## src/rtl/freq_sweep_pkg.sv

```systemverilog
// Shared types and helpers for the frequency sweep controller.
package freq_sweep_pkg;

    localparam int unsigned FREQ_W = 32;

    typedef enum logic [2:0] {
        StIdle,
        StSettle,
        StMeasure,
        StEval,
        StDone
    } sweep_state_e;

    // Smallest n with 2**n >= val; exact log2 for powers of two.
    function automatic int unsigned clog2_u(input int unsigned val);
        int unsigned res;
        res = 0;
        for (int i = 0; i < 32; i++) begin
            if ((64'd1 << i) < 64'(val)) begin
                res = i + 1;
            end
        end
        return res;
    endfunction

endpackage

```

## src/rtl/freq_sweep_ctrl_mag_avg.sv

```systemverilog
// Magnitude averager: sums exactly ACC_LEN qualified samples, then presents the truncated mean.
module mag_avg
    import freq_sweep_pkg::*;
#(
    parameter int unsigned ACC_LEN = 16,
    parameter int unsigned MAG_W   = 16
) (
    input  logic             clk_i,
    input  logic             rst_ni,
    input  logic             clear_i,
    input  logic             en_i,
    input  logic             valid_i,
    input  logic [MAG_W-1:0] mag_i,
    output logic             ready_o,
    output logic [MAG_W-1:0] avg_o
);

    localparam int unsigned SHIFT = clog2_u(ACC_LEN);
    localparam int unsigned SUM_W = MAG_W + SHIFT;
    localparam int unsigned CNT_W = SHIFT + 1;
    localparam logic [CNT_W-1:0] CNT_FULL = CNT_W'(ACC_LEN);

    logic [SUM_W-1:0] sum_q, sum_d;
    logic [CNT_W-1:0] cnt_q, cnt_d;

    always_comb begin
        sum_d = sum_q;
        cnt_d = cnt_q;
        if (clear_i) begin
            sum_d = '0;
            cnt_d = '0;
        end else if (en_i && valid_i && !ready_o) begin
            sum_d = sum_q + SUM_W'(mag_i);
            cnt_d = cnt_q + 1'b1;
        end
    end

    always_ff @(posedge clk_i) begin
        if (!rst_ni) begin
            sum_q <= '0;
            cnt_q <= '0;
        end else begin
            sum_q <= sum_d;
            cnt_q <= cnt_d;
        end
    end

    assign ready_o = (cnt_q == CNT_FULL);
    assign avg_o   = MAG_W'(sum_q >> SHIFT);

endmodule

```

## src/rtl/freq_sweep_ctrl.sv

```systemverilog
// Stepped frequency sweep: settle, average the response, track the peak, advance until f_stop.
module freq_sweep_ctrl
    import freq_sweep_pkg::*;
#(
    parameter int unsigned ACC_LEN = 16,
    parameter int unsigned MAG_W   = 16
) (
    input  logic              clk_i,
    input  logic              rst_ni,
    input  logic              start_i,
    input  logic              abort_i,
    input  logic [FREQ_W-1:0] f_start_i,
    input  logic [FREQ_W-1:0] f_stop_i,
    input  logic [FREQ_W-1:0] f_step_i,
    input  logic [31:0]       settle_cycles_i,
    input  logic [MAG_W-1:0]  mag_i,
    input  logic              mag_valid_i,
    output logic [FREQ_W-1:0] freq_val_o,
    output logic              freq_upd_o,
    output logic              busy_o,
    output logic              done_o,
    output logic              err_o,
    output logic [FREQ_W-1:0] peak_freq_o,
    output logic [MAG_W-1:0]  peak_mag_o
);

    sweep_state_e state_q, state_d;

    logic [FREQ_W-1:0] f_stop_q, f_stop_d;
    logic [FREQ_W-1:0] f_step_q, f_step_d;
    logic [31:0]       settle_q, settle_d;
    logic [31:0]       settle_cnt_q, settle_cnt_d;
    logic [FREQ_W-1:0] freq_q, freq_d;
    logic              upd_q, upd_d;
    logic              err_q, err_d;
    logic [FREQ_W-1:0] peak_freq_q, peak_freq_d;
    logic [MAG_W-1:0]  peak_mag_q, peak_mag_d;

    logic              start_ok;
    logic              abort_busy;
    logic              settle_last;
    logic [FREQ_W:0]   next_freq;
    logic              sweep_end;
    logic              acc_clear;
    logic              acc_en;
    logic              acc_ready;
    logic [MAG_W-1:0]  avg;

    assign start_ok    = (f_step_i != '0) && (f_start_i <= f_stop_i);
    assign abort_busy  = abort_i && (state_q inside {StSettle, StMeasure, StEval});
    assign settle_last = (settle_q == '0) || (settle_cnt_q >= settle_q - 32'd1);
    // One extra bit so a step past 2**32-1 ends the sweep instead of wrapping.
    assign next_freq   = {1'b0, freq_q} + {1'b0, f_step_q};
    assign sweep_end   = next_freq > {1'b0, f_stop_q};
    assign acc_en      = (state_q == StMeasure);

    mag_avg #(
        .ACC_LEN (ACC_LEN),
        .MAG_W   (MAG_W)
    ) u_mag_avg (
        .clk_i   (clk_i),
        .rst_ni  (rst_ni),
        .clear_i (acc_clear),
        .en_i    (acc_en),
        .valid_i (mag_valid_i),
        .mag_i   (mag_i),
        .ready_o (acc_ready),
        .avg_o   (avg)
    );

    always_ff @(posedge clk_i) begin
        if (!rst_ni) begin
            state_q <= StIdle;
        end else begin
            state_q <= state_d;
        end
    end

    always_comb begin
        state_d = state_q;
        unique case (state_q)
            StIdle:    if (start_i && start_ok) state_d = StSettle;
            StSettle:  if (settle_last) state_d = StMeasure;
            StMeasure: if (acc_ready) state_d = StEval;
            StEval:    state_d = sweep_end ? StDone : StSettle;
            StDone:    state_d = StIdle;
            default:   state_d = StIdle;
        endcase
        if (abort_busy) begin
            state_d = StIdle;
        end
    end

    always_comb begin
        f_stop_d     = f_stop_q;
        f_step_d     = f_step_q;
        settle_d     = settle_q;
        settle_cnt_d = settle_cnt_q;
        freq_d       = freq_q;
        upd_d        = 1'b0;
        err_d        = 1'b0;
        peak_freq_d  = peak_freq_q;
        peak_mag_d   = peak_mag_q;
        acc_clear    = 1'b0;
        if (!abort_busy) begin
            unique case (state_q)
                StIdle: begin
                    if (start_i && start_ok) begin
                        f_stop_d     = f_stop_i;
                        f_step_d     = f_step_i;
                        settle_d     = settle_cycles_i;
                        settle_cnt_d = '0;
                        freq_d       = f_start_i;
                        upd_d        = 1'b1;
                        peak_freq_d  = f_start_i;
                        peak_mag_d   = '0;
                        acc_clear    = 1'b1;
                    end else if (start_i) begin
                        err_d = 1'b1;
                    end
                end
                StSettle: settle_cnt_d = settle_cnt_q + 32'd1;
                StEval: begin
                    // Strictly greater: on a tie the earlier (lower) frequency wins.
                    if (avg > peak_mag_q) begin
                        peak_mag_d  = avg;
                        peak_freq_d = freq_q;
                    end
                    if (!sweep_end) begin
                        freq_d       = next_freq[FREQ_W-1:0];
                        upd_d        = 1'b1;
                        settle_cnt_d = '0;
                        acc_clear    = 1'b1;
                    end
                end
                default: ;
            endcase
        end
    end

    always_ff @(posedge clk_i) begin
        if (!rst_ni) begin
            f_stop_q     <= '0;
            f_step_q     <= '0;
            settle_q     <= '0;
            settle_cnt_q <= '0;
            freq_q       <= '0;
            upd_q        <= 1'b0;
            err_q        <= 1'b0;
            peak_freq_q  <= '0;
            peak_mag_q   <= '0;
        end else begin
            f_stop_q     <= f_stop_d;
            f_step_q     <= f_step_d;
            settle_q     <= settle_d;
            settle_cnt_q <= settle_cnt_d;
            freq_q       <= freq_d;
            upd_q        <= upd_d;
            err_q        <= err_d;
            peak_freq_q  <= peak_freq_d;
            peak_mag_q   <= peak_mag_d;
        end
    end

    always_comb begin
        busy_o      = state_q inside {StSettle, StMeasure, StEval};
        done_o      = (state_q == StDone);
        freq_val_o  = freq_q;
        freq_upd_o  = upd_q;
        err_o       = err_q;
        peak_freq_o = peak_freq_q;
        peak_mag_o  = peak_mag_q;
    end

endmodule

```

## config.mk

```make
export PLATFORM = sky130hd
export DESIGN_NAME = freq_sweep_ctrl
export DESIGN_NICKNAME = d
export VERILOG_FILES = /design/src/rtl/freq_sweep_pkg.sv /design/src/rtl/freq_sweep_ctrl_mag_avg.sv /design/src/rtl/freq_sweep_ctrl.sv
export SDC_FILE = /design/constraint.sdc
export NUM_CORES = 1
export LEC_CHECK = 0
export CAP_MARGIN = 40
export CORE_AREA = 2 2 182 184
export CTS_CLUSTER_SIZE = 14
export DETAILED_ROUTE_END_ITERATION = 8
export DIE_AREA = 0 0 184 186
export GPL_TIMING_DRIVEN = 0
export HOLD_SLACK_MARGIN = 0.12
export PLACE_DENSITY = 0.73
export SLEW_MARGIN = 20
export SYNTH_ARGS = -nofsm -noshare
export SYNTH_HDL_FRONTEND = slang
export SYNTH_SLANG_ARGS = --single-unit
```

## constraint.sdc

```tcl
create_clock -name clk_i -period 6.8 [get_ports clk_i]
set_input_delay 1.02 -clock clk_i [delete_from_list [all_inputs] [get_ports clk_i]]
set_output_delay 1.02 -clock clk_i [all_outputs]
set_load 0.02 [all_outputs]
```

Word-level counts from Yosys, hierarchy flattened
Cells that the tools add are included.
{ "word_totals": {"regBits": 238, "inputBits": 149, "out_inout_bits": 84, "wordCells": 76} }
{ "op_classes": {"addsub": 5, "magnitude_cmp": 4, "eq_ne": 10, "muxes": 21, "n_bitwise": 3, "n_reduce_logical": 21} }
{ "ops": {"columns": ["op", "n"], "rows": [
  ["two-way mux 32 bit", 5],
  ["one-hot mux 32 bit (2 select lines)", 2],
  ["one-hot mux 32 bit (3 select lines)", 1],
  ["adder 32 x 32 -> 33 bit", 1],
  ["greater-than comparator 33 x 32 -> 1 bit", 1],
  ["adder 32 x 1 -> 32 bit (second input constant)", 1],
  ["greater-or-equal comparator 32 bit", 1],
  ["<= comparator 32 bit", 1],
  ["zero test 32 bit", 1],
  ["two-way mux 16 bit", 2],
  ["one-hot mux 16 bit (2 select lines)", 1],
  ["nonzero test 32 bit", 1],
  ["subtractor 32 x 1 -> 32 bit (second input constant)", 1],
  ["adder 20 x 16 -> 20 bit", 1],
  ["greater-than comparator 16 bit", 1],
  ["two-way mux 3 bit", 4],
  ["one-hot mux 3 bit (4 select lines)", 1],
  ["AND reduction 4 bit", 3],
  ["inequality test 2 bit (second input constant)", 4],
  ["== test 3 x 2 -> 1 bit (second input constant)", 2],
  ["AND reduction 3 bit", 2],
  ["nonzero test 3 bit", 2],
  ["adder 5 x 1 -> 5 bit (second input constant)", 1],
  ["== test 5 bit (second input constant)", 1],
  ["13 further kinds", 23]
]} }

Logic depth before layout (Yosys ltp)
Gate-level depths: netlist (run 1).
{ "logic_depth": {"depth_word": 7, "depth_mapped": 21, "ltp_nobuf": 19} }

Cells and area by module
A second synthesis (run 1) with hierarchy kept.
{ "unflattened": {"cells_unflattened": 1883, "hier_area_um2": 15318.4} }
{ "modules_own_cells": {"columns": ["module", "n_inst", "cells_each", "area_per_inst_um2", "seq_area_each_um2"], "rows": [
  ["freq_sweep_ctrl", 1, 1639, 13359.1, 4264.1],
  ["mag_avg", 1, 244, 1959.4, 500.5]
]} }

Worst setup path before layout (run 1)
No wires, ideal clock.
{ "synth_path": {"path_type": "flip-flop to flip-flop", "startpoint": "register freq_q[0], in the netlist freq_val_o[0]", "endpoint": "register freq_q[18], in the netlist freq_val_o[18]", "setup_ns": 0.088, "arrival_ns": 4.333, "required_ns": 6.712, "setup_slack_ns": 2.379, "path_stages_with_launch": 21, "path_buffers": 2, "period_less_slack_ns": 4.421, "path_cell_list": "dfxtp_1 ha_1 fa_1 a211oi_1 o21a_1 nor3_1 a21o_1 a31oi_1 o21ai_0 xnor2_1 ha_1 a21o_1 a221oi_1 o21ai_0 a311oi_1 a31o_2 and3_1 buf_6 buf_6 nor3_1 a311oi_2"} }
{ "synth_via": {"elab_chain_cells": 4, "word_cells_on_any_way": 6, "cone_classes": "add/sub: 1; order compare: 1; eq/ne: 1; mux: 2; reduce/logical: 1"} }
{ "synth_lines": {"columns": ["item", "line_no", "text"], "rows": [
  ["from (decl)", "freq_sweep_ctrl.sv:33", "logic [FREQ_W-1:0] freq_q, freq_d;"],
  ["from (signal assigned)", "freq_sweep_ctrl.sv:157", "freq_q <= freq_d;"],
  ["adder 32 x 32 -> 33 bit (*)", "freq_sweep_ctrl.sv:53", "assign next_freq = {1'b0, freq_q} + {1'b0, f_step_q};"],
  ["greater-than comparator 33 x 32 -> 1 bit", "freq_sweep_ctrl.sv:54", "assign sweep_end = next_freq > {1'b0, f_stop_q};"],
  ["inequality test 2 bit (no source line)", null, null],
  ["AND reduction 4 bit (no source line)", null, null]
]} }
Every way passes the cells marked *; elsewhere a longest branch is shown, timed or not. The select of a mux whose other input is x is not followed.
A chain may end at the register's enable or synchronous reset.

Final worst setup path (run 1)
{ "layout_path": {"startpoint": "register freq_q[0], in the netlist freq_val_o[0]", "endpoint": "register u_mag_avg.sum_q[17]"} }
{ "layout_via": {"elab_chain_cells": 6} }
{ "layout_lines": {"columns": ["item", "line_no", "text"], "rows": [
  ["adder 32 x 32 -> 33 bit", "freq_sweep_ctrl.sv:53", null],
  ["greater-than comparator 33 x 32 -> 1 bit", "freq_sweep_ctrl.sv:54", null],
  ["two-way mux 1 bit", "freq_sweep_ctrl.sv:129", "if (!sweep_end) begin"],
  ["one-hot mux 1 bit (2 select lines)", "freq_sweep_ctrl.sv:106", "unique case (state_q)"],
  ["two-way mux 1 bit", null, null],
  ["OR reduction 2 bit (no source line)", null, null],
  ["to (signal assigned)", "freq_sweep_ctrl_mag_avg.sv:43", "sum_q <= sum_d;"],
  ["to (decl)", "freq_sweep_ctrl_mag_avg.sv:23", "logic [SUM_W-1:0] sum_q, sum_d;"]
]} }
Every way passes these cells.

==> run metrics, run 1 <==
Final Cycle Share=86.2%; CTS H-tree depth=1; Register-to-Register Setup Slack=940 ps; initial core utilization=49.3%; clock-pin transition on the worst setup and hold timing paths=~60 ps; Max-Cap Viols=0; Post-synth EDFFs=0; vias in the first global route=15137; skew final=about 21 ps; GRT Overall Usage=30.8%; Required @ worst endpoint=7230 ps; Async S/R FF share, synth=0%; share of cells above drive strength 1=5.50%; Post-CTS Hold Fix Bufs=0; Die Y=roughly 190 um; critical path class=reg -> reg; DR vias/cell=6.00; Max Slew Vio Count=0; fin util=61.5%; hold path endpoint=peak_freq_o[25]$_SDFFE_PN0P_; Place WS=1070 ps; CTS buffer count=29; CTS sink cnt=about 240; port buffer count=231; Final ANT Viol Nets=0; Die Span X=between 150 and 200 um; Wirelength per Cell=20.4 um; fin worst setup slack=941 ps; cts repair resizes=0; Max transition margin=between 40% and 50%; Pwr Density=239 mW/mm^2; Period minus WS final=5860 ps; WL final=53600 um; P&R area growth vs syn=24.9%; Syn Area/Cell=8.24 um^2; CP Data Arrival Time=6290 ps; Ant. Diodes=0; crit-path max FO=10; total number of vias=15753; R2R Path End=u_mag_avg.sum_q[17]$_SDFFE_PP0P_; synthesized cell area=0.0159 mm^2; Synth warnings=0; Mapped Nets=2242; setup bufs post-CTS=0; core footprint=between 0.03 and 0.04 mm^2; FF-to-FF path depth=20; Max VDD drop=between 0.0002 and 0.00025 V; Final Hold Fails=0; Final #Nets=roughly 2500; CP Launch Type=flip-flop; Pleak=around 0.0084 uW; total power=4730 uW; count of final setup violators=0; HP Start=peak_freq_o[25]$_SDFFE_PN0P_; # rows=66; routability congestion estimate from global placement=0.954; hold crit path type=reg -> reg; Clk Latency, worst-skew pair=560 ps; gr ovfl total=0; Crit. End Element=flip-flop; worst setup path start=freq_val_o[0]$_SDFFE_PN0P_; FMAX=171 MHz; first-pass GRT wire length=82700 um; number of synthesized register bits=238; antenna violations before repair=0; RSZ-0062 raised after global routing=false; FILL cells=between 2000 and 3000; outcome=completed; hold depth=2; # IOs=between 200 and 250; pin count of the biggest net entering global routing=14; Post-DP HPWL=41900 um; clk buf depth=3; Mapped Cells=1926; Worst-Margin Slew=827 ps; die area=0.0342 mm^2; CTS tree=done; CTS root buffer=clkbuf_16; 1st-pass router iterations=5; final hold slack=458 ps; reg2reg start=freq_val_o[0]$_SDFFE_PN0P_; register area share after synthesis=30.0%; Starting DRT DRC Count=1170; DRC viols=0; Setup TNS Final=0 ps; Unique masters post-synth=79; Post-synth top flop=dfxtp_1
-- power breakdown --
| part | switching [uW] | internal, uW |
|---|---|---|
| Sequential | 99.6 | 1490 |
| Combinational | 811 | 603 |
| Clock | 650 | 1070 |
| Total | 1560 | 3170 |
-- worst max path at each step --
stage	endpoint	slack (ps)
after detailed placement	u_mag_avg.sum_q[17]$_SDFFE_PP0P_	1070
after CTS	u_mag_avg.sum_q[9]$_SDFFE_PP0P_	1010
after global placement	freq_val_o[28]$_SDFFE_PN0P_	1090
final	u_mag_avg.sum_q[17]$_SDFFE_PP0P_	940
after floorplan	freq_val_o[18]$_SDFFE_PN0P_	2380
after global routing	u_mag_avg.sum_q[2]$_SDFFE_PP0P_	560
-- synth_stat cells (12+ instances only) --
library cell | count | area [um^2]
a21o_1 | 47 | 353
and2_1 | 13 | 81.3
xnor2_1 | 51 | 447
xor2_1 | 18 | 158
a311oi_1 | 24 | 210
a31oi_1 | 23 | 144
nor2b_1 | 14 | 87.6
clkbuf_1 | 60 | 225
ha_1 | 165 | 2060
buf_2 | 15 | 75.1
nand4_1 | 39 | 244
nand3_1 | 50 | 250
nor4_1 | 27 | 169
nand2b_1 | 14 | 87.6
nand2_1 | 259 | 972
o21a_1 | 23 | 173
o21ai_0 | 49 | 245
and3_1 | 21 | 131
nor2_1 | 161 | 604
or3_1 | 12 | 75.1
inv_1 | 120 | 450
o31ai_1 | 18 | 135
a41oi_1 | 19 | 166
a21oi_1 | 84 | 420
mux2i_1 | 125 | 1250
dfxtp_1 | 238 | 4760
nor3_1 | 73 | 365
-- sequential cells by signal, summed over array words and instances (netlist names), 3 cells and up --
name and cells:
f_step_q 32, f_stop_q 32, freq_val_o 32, peak_freq_o 32, peak_mag_o 16, settle_cnt_q 32, settle_q 32, state_q 3
u_mag_avg.cnt_q 5, u_mag_avg.sum_q 20
-- placed cells by master (no fill, tap or decap), types with 47 or more instances in the layout --
cell type | Yosys | routed
nand2_1 | 259 | 259
dfxtp_1 | 238 | 238
clkdlybuf4s50_1 | 0 | 231
ha_1 | 165 | 165
nor2_1 | 161 | 161
mux2i_1 | 125 | 125
inv_1 | 120 | 120
a21oi_1 | 84 | 84
nor3_1 | 73 | 73
clkbuf_1 | 60 | 61
xnor2_1 | 51 | 51
nand3_1 | 50 | 50
o21ai_0 | 49 | 49
a21o_1 | 47 | 47
-- area by class of cell --
cell class / instances / area [um^2] / area share [%]
Sequential cell: 238 / 4760 / 24.0
Inverter: 122 / 458 / 2.31
Clock buffer: 36 / 812 / 4.10
Buffer: 90 / 409 / 2.06
Tap cell: 408 / 510 / 2.58
Multi-Input combinational cell: 1476 / 10200 / 51.7
Timing Repair Buffer: 239 / 2370 / 11.9
Clock inverter: 17 / 255 / 1.29
-- metrics by stage --
stage	area (um^2)	std cells
after global routing	19800	2626
after detailed placement	18700	2568
after floorplan	15900	1926
final	19800	2626
after global placement	18700	2565
after CTS	19800	2621
-- worst max-delay path, cell delays in order (launching register included) --
cell      delay [ps]
dfxtp_1          350
ha_1             260
fa_1             440
a211oi_1         320
o21a_1           180
nor3_1            40
buf_2            180
a21o_1           290
a31oi_1          500
o21ai_0          230
xnor2_1          220
ha_1             280
a21o_1           160
a221oi_1         270
o21ai_0          290
a311oi_1         300
a31o_2           280
nand3_2          240
nand3_1          430
buf_2            370
nor2_1            90
-- logic make-up (layout without fill, tap and decap cells) --
family	Yosys count	in the layout	share of synthesized area [%]
and+or+nand+nor	712	712	20.9
DFF	238	238	30.0
buffers and inverters	212	504	5.46
xor gates and xnor gates	69	69	3.81
AOI/OAI and AO/OA	403	403	18.7
adders and majority gates	167	167	13.3
muxes	125	125	7.88
-- layer usage --
metal	global-route usage (%)	wire, um	vias to the layer above
li1	-	-	7529
met1	40.6	23600	7441
met2	49.6	23300	649
met3	5.07	4350	134
met4	13.7	2340	0
met5	0	0	-
No activity file was read; power rests on OpenSTA's default activity.
==> run 2: changes to the inputs <==
--- a/config.mk
+++ b/config.mk
@@ -6,13 +6,13 @@
 export NUM_CORES = 1
 export LEC_CHECK = 0
 export CAP_MARGIN = 40
-export CORE_AREA = 2 2 182 184
+export CORE_AREA = 2 2 191 193
 export CTS_CLUSTER_SIZE = 14
 export DETAILED_ROUTE_END_ITERATION = 8
-export DIE_AREA = 0 0 184 186
+export DIE_AREA = 0 0 193 195
 export GPL_TIMING_DRIVEN = 0
 export HOLD_SLACK_MARGIN = 0.12
-export PLACE_DENSITY = 0.73
+export PLACE_DENSITY = 0.68
 export SLEW_MARGIN = 20
 export SYNTH_ARGS = -nofsm -noshare
 export SYNTH_HDL_FRONTEND = slang
==> run metrics, run 2 (synthesized netlist as in run 1, its figures left out) <==
outcome=completed; Final Hold Fails=0 (unchanged); DRC viols=0 (unchanged); FF-to-FF path depth=19 (-5.0%); pin count of the biggest net entering global routing=14 (unchanged); Top Family by Delay on Critical Path=compound AO/OA/AOI/OAI gates; critical path class=reg -> reg; CTS buffer count=28 (-3.4%); GRT Overall Usage=27.7% (-3.1 points); Max transition margin=43.8% (-0.77 points); CP Data Arrival Time=6270 ps (-20 ps); Setup TNS Final=0 ps (unchanged); Place WS=1110 ps (+44.2 ps); Worst-Margin Slew=844 ps (+17.0 ps); CTS root buffer=clkbuf_16; die area=0.0376 mm^2 (+10%); crit-path max FO=10 (unchanged); Crit path largest cell delay=500 ps (about the same); count of final setup violators=0 (unchanged); Pwr Density=232 mW/mm^2 (-3.0%); most frequent cells in the layout=nand2_1, dfxtp_1, clkdlybuf4s50_1; CP Launch Type=flip-flop; cts repair resizes=0 (unchanged); internal power=3020 uW (-4.9%); 1st-pass router iterations=7 (+2); Final Cycle Share=86.3% (+0.11 points); antenna violations before repair=2 (+2); Wirelength per Cell=20.0 um (-2.0%); fin worst setup slack=933 ps (-7.27 ps); Post-CTS Hold Fix Bufs=0 (unchanged); Crit path depth=19 (-5.0%); Switch Pwr=1550 uW (-0.47%); Register-to-Register Setup Slack=930 ps (about the same); Required @ worst endpoint=7210 ps (-20 ps); Bufs and invs on worst path=1 (-1); gr ovfl total=0 (unchanged); Sequential Power Share=34.8% (+1.1 points); hold crit path type=reg -> reg; CTS H-tree depth=1 (unchanged); CTS sink cnt=238 (unchanged); fin util=55.7% (-5.8 points); share of cells above drive strength 1=5.02% (-0.48 points); Final #Nets=2507 (-0.20%); total number of vias=15651 (-0.65%); Die Y=195 um (+4.8%); WL final=53500 um (-0.27%); skew final=24.2 ps (+3.32 ps); commonest non-fill, non-tap cell in the layout=nand2_1; # rows=69 (+4.5%); routability congestion estimate from global placement=0.975 (+2.2%); clock-pin transition on the worst setup and hold timing paths=60 ps (about the same); worst setup path start=freq_val_o[0]$_SDFFE_PN0P_; Die Span X=193 um (+4.9%); Starting DRT DRC Count=1057 (-9.7%); cells along the critical path=ha_1 -> fa_1 -> a211oi_1 -> o21a_1 -> nor3_1 -> a21o_1 -> a31oi_1 -> o21ai_0 -> xnor2_1 -> ha_1 -> a21o_1 -> a221oi_1 -> o21ai_0 -> a311oi_1 -> a31o_2 -> nand3_2 -> nand2_2 -> buf_2 -> a311oi_1; CTS tree=done; Pleak=0.00828 uW (-0.94%); first-pass GRT wire length=82300 um (-0.49%); Post-DP HPWL=41900 um (about the same); Max-Cap Viols=0 (unchanged); Final ANT Viol Nets=0 (unchanged); Period minus WS final=5870 ps (+7.27 ps); Clk Latency, worst-skew pair=570 ps (about the same); initial core utilization=44.8% (-4.4 points); vias in the first global route=14868 (-1.8%); Logic pwr share=30.9% (+1.0 points); R2R Path End=freq_val_o[23]$_SDFFE_PN0P_; Crit. End Element=flip-flop; RSZ-0062 raised after global routing=false; reg2reg start=freq_val_o[0]$_SDFFE_PN0P_; FMAX=170 MHz (-0.12%); core footprint=0.0354 mm^2 (+9.9%); DR vias/cell=5.86 (-2.4%); Ant. Diodes=0 (unchanged); clk buf depth=3 (unchanged); final hold slack=459 ps (+1.01 ps); port buffer count=231 (unchanged); Setup crit end=freq_val_o[23]$_SDFFE_PN0P_; CP max-delay cell=a31oi_1; sw frac=34.0% (+1.0 points); Clk pwr share=34.3% (-2.1 points); Max VDD drop=0.000186 V (-22%); Max Slew Vio Count=0 (unchanged); P&R area growth vs syn=24.3%; setup bufs post-CTS=0 (unchanged); # IOs=233 (unchanged)
## run 2: worst min-delay path, cell delays in order (launching register included)
cell     delay (ps)
dfxtp_1         310
nand2_1          50
mux2i_1          60
## run 2: metal layers
metal / vias to the layer above / share of wire, % / track usage (%)
met5: - / 0.021 / 0
met4: 2 / 3.1 / 9.01
met3: 105 / 8.4 / 4.37
met2: 631 / 44 / 43.9
met1: 7414 / 45 / 38.3
li1: 7499 / - / -
## run 2: final cells by class
cell class	instances	area [um^2]
fill	3260	15700
multi-input combinational	1476	10200
sequential	238	4760
timing repair buffer	235	2340
clock buffer	41	831
tap	461	577
inverter	122	458
buffer	90	409
clock inverter	10	113
## run 2: how the worst min path moves through the flow
stage                                                  to  depth (start not counted)  slack [ps]                            start
final                        peak_freq_o[22]$_SDFFE_PN0P_                          2         460     peak_freq_o[22]$_SDFFE_PN0P_
after global routing          peak_freq_o[0]$_SDFFE_PN0P_                          2         480      peak_freq_o[0]$_SDFFE_PN0P_
after global placement       peak_freq_o[22]$_SDFFE_PN0P_                          2         440     peak_freq_o[22]$_SDFFE_PN0P_
after floorplan           u_mag_avg.sum_q[0]$_SDFFE_PP0P_                          2         440  u_mag_avg.sum_q[0]$_SDFFE_PP0P_
after CTS                    peak_freq_o[22]$_SDFFE_PN0P_                          2         460     peak_freq_o[22]$_SDFFE_PN0P_
after detailed placement     peak_freq_o[16]$_SDFFE_PN0P_                          2         460     peak_freq_o[16]$_SDFFE_PN0P_
## run 2: power by group through the flow
stage	clock [uW]	sequential [uW]	combinational, uW
3_3_place_gp	0	1620	1350
4_1_cts	1590	1590	1390
2_1_floorplan	0	1640	857
6_report	1570	1590	1410
3_5_place_dp	0	1620	1380
5_1_grt	1640	1600	1540
## run 2: stage by stage
stage / power, uW / area, um^2 / instances
2_1_floorplan: 2500 / 15900 / 1926
3_3_place_gp: 2970 / 18800 / 2618
3_5_place_dp: 3000 / 18800 / 2621
4_1_cts: 4570 / 19700 / 2672
5_1_grt: 4780 / 19700 / 2673
6_report: 4570 / 19700 / 2673
==> run 3: changes to the inputs <==
--- a/config.mk
+++ b/config.mk
@@ -12,6 +12,7 @@
 export DIE_AREA = 0 0 193 195
 export GPL_TIMING_DRIVEN = 0
 export HOLD_SLACK_MARGIN = 0.12
+export MAX_ROUTING_LAYER = met4
 export PLACE_DENSITY = 0.68
 export SLEW_MARGIN = 20
 export SYNTH_ARGS = -nofsm -noshare
==> run metrics, run 3 (synthesized netlist as in run 1, its figures left out) <==
outcome=completed; Max transition margin=41.6% (-2.2 points); hold crit path type=reg -> reg; DRC viols=0 (unchanged); vias in the first global route=15130 (+1.8%); CTS tree=done; pin count of the biggest net entering global routing=14 (unchanged); CP Data Arrival Time=6320 ps (+50 ps); Max VDD drop=0.000187 V (+0.82%); most frequent cells in the layout=nand2_1, dfxtp_1, clkdlybuf4s50_1; fin util=56.0% (+0.24 points); crit-path max FO=10 (unchanged); # rows=69 (unchanged); die area=0.0376 mm^2 (unchanged); Pleak=0.00832 uW (+0.46%); first-pass GRT wire length=83500 um (+1.5%); port buffer count=231 (unchanged); Place WS=1060 ps (-48.8 ps); fin worst setup slack=876 ps (-57.0 ps); initial core utilization=44.8% (unchanged); hold depth=2 (unchanged); Post-CTS Hold Fix Bufs=0 (unchanged); Final #Nets=2508 (+0.040%); Register-to-Register Setup Slack=880 ps (-60 ps); GRT Overall Usage=28.8% (+1.2 points); final hold slack=460 ps (+1.52 ps); Starting DRT DRC Count=1246 (+18%); Required @ worst endpoint=7190 ps (-20 ps); Crit. End Element=flip-flop; hold path endpoint=peak_freq_o[1]$_SDFFE_PN0P_; total number of vias=15641 (-0.064%); CP Launch Type=flip-flop; P&R area growth vs syn=24.9%; CTS buffer count=29 (+3.6%); routability congestion estimate from global placement=0.962 (-1.4%); # IOs=233 (unchanged); critical path class=reg -> reg; DR vias/cell=5.84 (-0.21%); Die Y=195 um (unchanged); RSZ-0062 raised after global routing=false; reg2reg start=freq_val_o[0]$_SDFFE_PN0P_; 1st-pass router iterations=6 (-1); Max Slew Vio Count=0 (unchanged); Setup TNS Final=0 ps (unchanged); FMAX=169 MHz (-0.96%); count of final setup violators=0 (unchanged); Final Hold Fails=0 (unchanged); FF-to-FF path depth=19 (unchanged); skew final=18.9 ps (-5.38 ps); antenna violations before repair=4 (+2); Max-Cap Viols=0 (unchanged); commonest non-fill, non-tap cell in the layout=nand2_1; cts repair resizes=0 (unchanged); WL final=54100 um (+1.1%); Worst-Margin Slew=869 ps (+25.9 ps); Pwr Density=236 mW/mm^2 (+2.0%); core footprint=0.0354 mm^2 (unchanged); setup bufs post-CTS=0 (unchanged); Post-DP HPWL=42400 um (+1.2%); share of cells above drive strength 1=5.06% (+0.045 points); Die Span X=193 um (unchanged); CTS sink cnt=238 (unchanged); total power=4680 uW (+2.5%); CTS root buffer=clkbuf_16; Period minus WS final=5920 ps (+57.0 ps); gr ovfl total=0 (unchanged); R2R Path End=freq_val_o[27]$_SDFFE_PN0P_; Clk Latency, worst-skew pair=550 ps (-20 ps); clk buf depth=3 (unchanged); Wirelength per Cell=20.2 um (+0.97%); HP Start=peak_freq_o[1]$_SDFFE_PN0P_; Final Cycle Share=87.1% (+0.84 points); Final ANT Viol Nets=0 (unchanged); CTS H-tree depth=1 (unchanged); clock-pin transition on the worst setup and hold timing paths=60 ps (about the same)
-- run 3: how the worst max path moves through the flow --
stage	to	slack, ps	depth (start not counted)	from
after floorplan	freq_val_o[18]$_SDFFE_PN0P_	2380	20	freq_val_o[0]$_SDFFE_PN0P_
after global placement	freq_val_o[27]$_SDFFE_PN0P_	1160	19	freq_val_o[0]$_SDFFE_PN0P_
after detailed placement	freq_val_o[27]$_SDFFE_PN0P_	1060	19	freq_val_o[0]$_SDFFE_PN0P_
after CTS	freq_val_o[27]$_SDFFE_PN0P_	970	19	freq_val_o[0]$_SDFFE_PN0P_
after global routing	freq_val_o[27]$_SDFFE_PN0P_	630	19	freq_val_o[0]$_SDFFE_PN0P_
final	freq_val_o[27]$_SDFFE_PN0P_	880	19	freq_val_o[0]$_SDFFE_PN0P_
-- run 3: stage by stage --
| stage | cells | cell area (um^2) |
|---|---|---|
| after floorplan | 1926 | 15900 |
| after global placement | 2618 | 18800 |
| after detailed placement | 2621 | 18800 |
| after CTS | 2672 | 19800 |
| after global routing | 2677 | 19800 |
| final | 2677 | 19800 |
-- run 3: power by group --
| group | total [uW] | switching, uW | internal (uW) |
|---|---|---|---|
| sequential | 1590 | 99.3 | 1490 |
| clock | 1680 | 628 | 1050 |
| combinational | 1410 | 811 | 602 |
| total | 4680 | 1540 | 3140 |
-- run 3: layout make-up --
class	count	area, um^2
antenna	4	10.0
inverter	122	458
fill	3290	15600
multi-input combinational	1476	10200
timing repair buffer	235	2340
clock inverter	13	219
clock buffer	38	800
buffer	90	409
sequential	238	4760
tap	461	577
-- run 3: critical path, stage by stage, from the launching register on --
cell and delay (ps):
dfxtp_1 400, ha_1 240, fa_1 250, a211oi_1 130, o21a_1 200, nor3_1 700
a21o_1 360, a31oi_1 280, o21ai_0 300, xnor2_1 190, ha_1 290, a21o_1 160
a221oi_1 300, o21ai_0 290, a311oi_1 310, a31o_2 280, nand3_2 230, nand2_2 360
buf_2 340, a311oi_1 150
-- run 3: per-layer routing --
layer / GRT usage [%] / part of all wire, % / vias to the layer above
li1: - / - / 7495
met1: 38.5 / 45 / 7469
met2: 44.6 / 44 / 573
met3: 4.31 / 7.8 / 104
met4: 9.60 / 3.6 / 0
met5: - / 0 / -
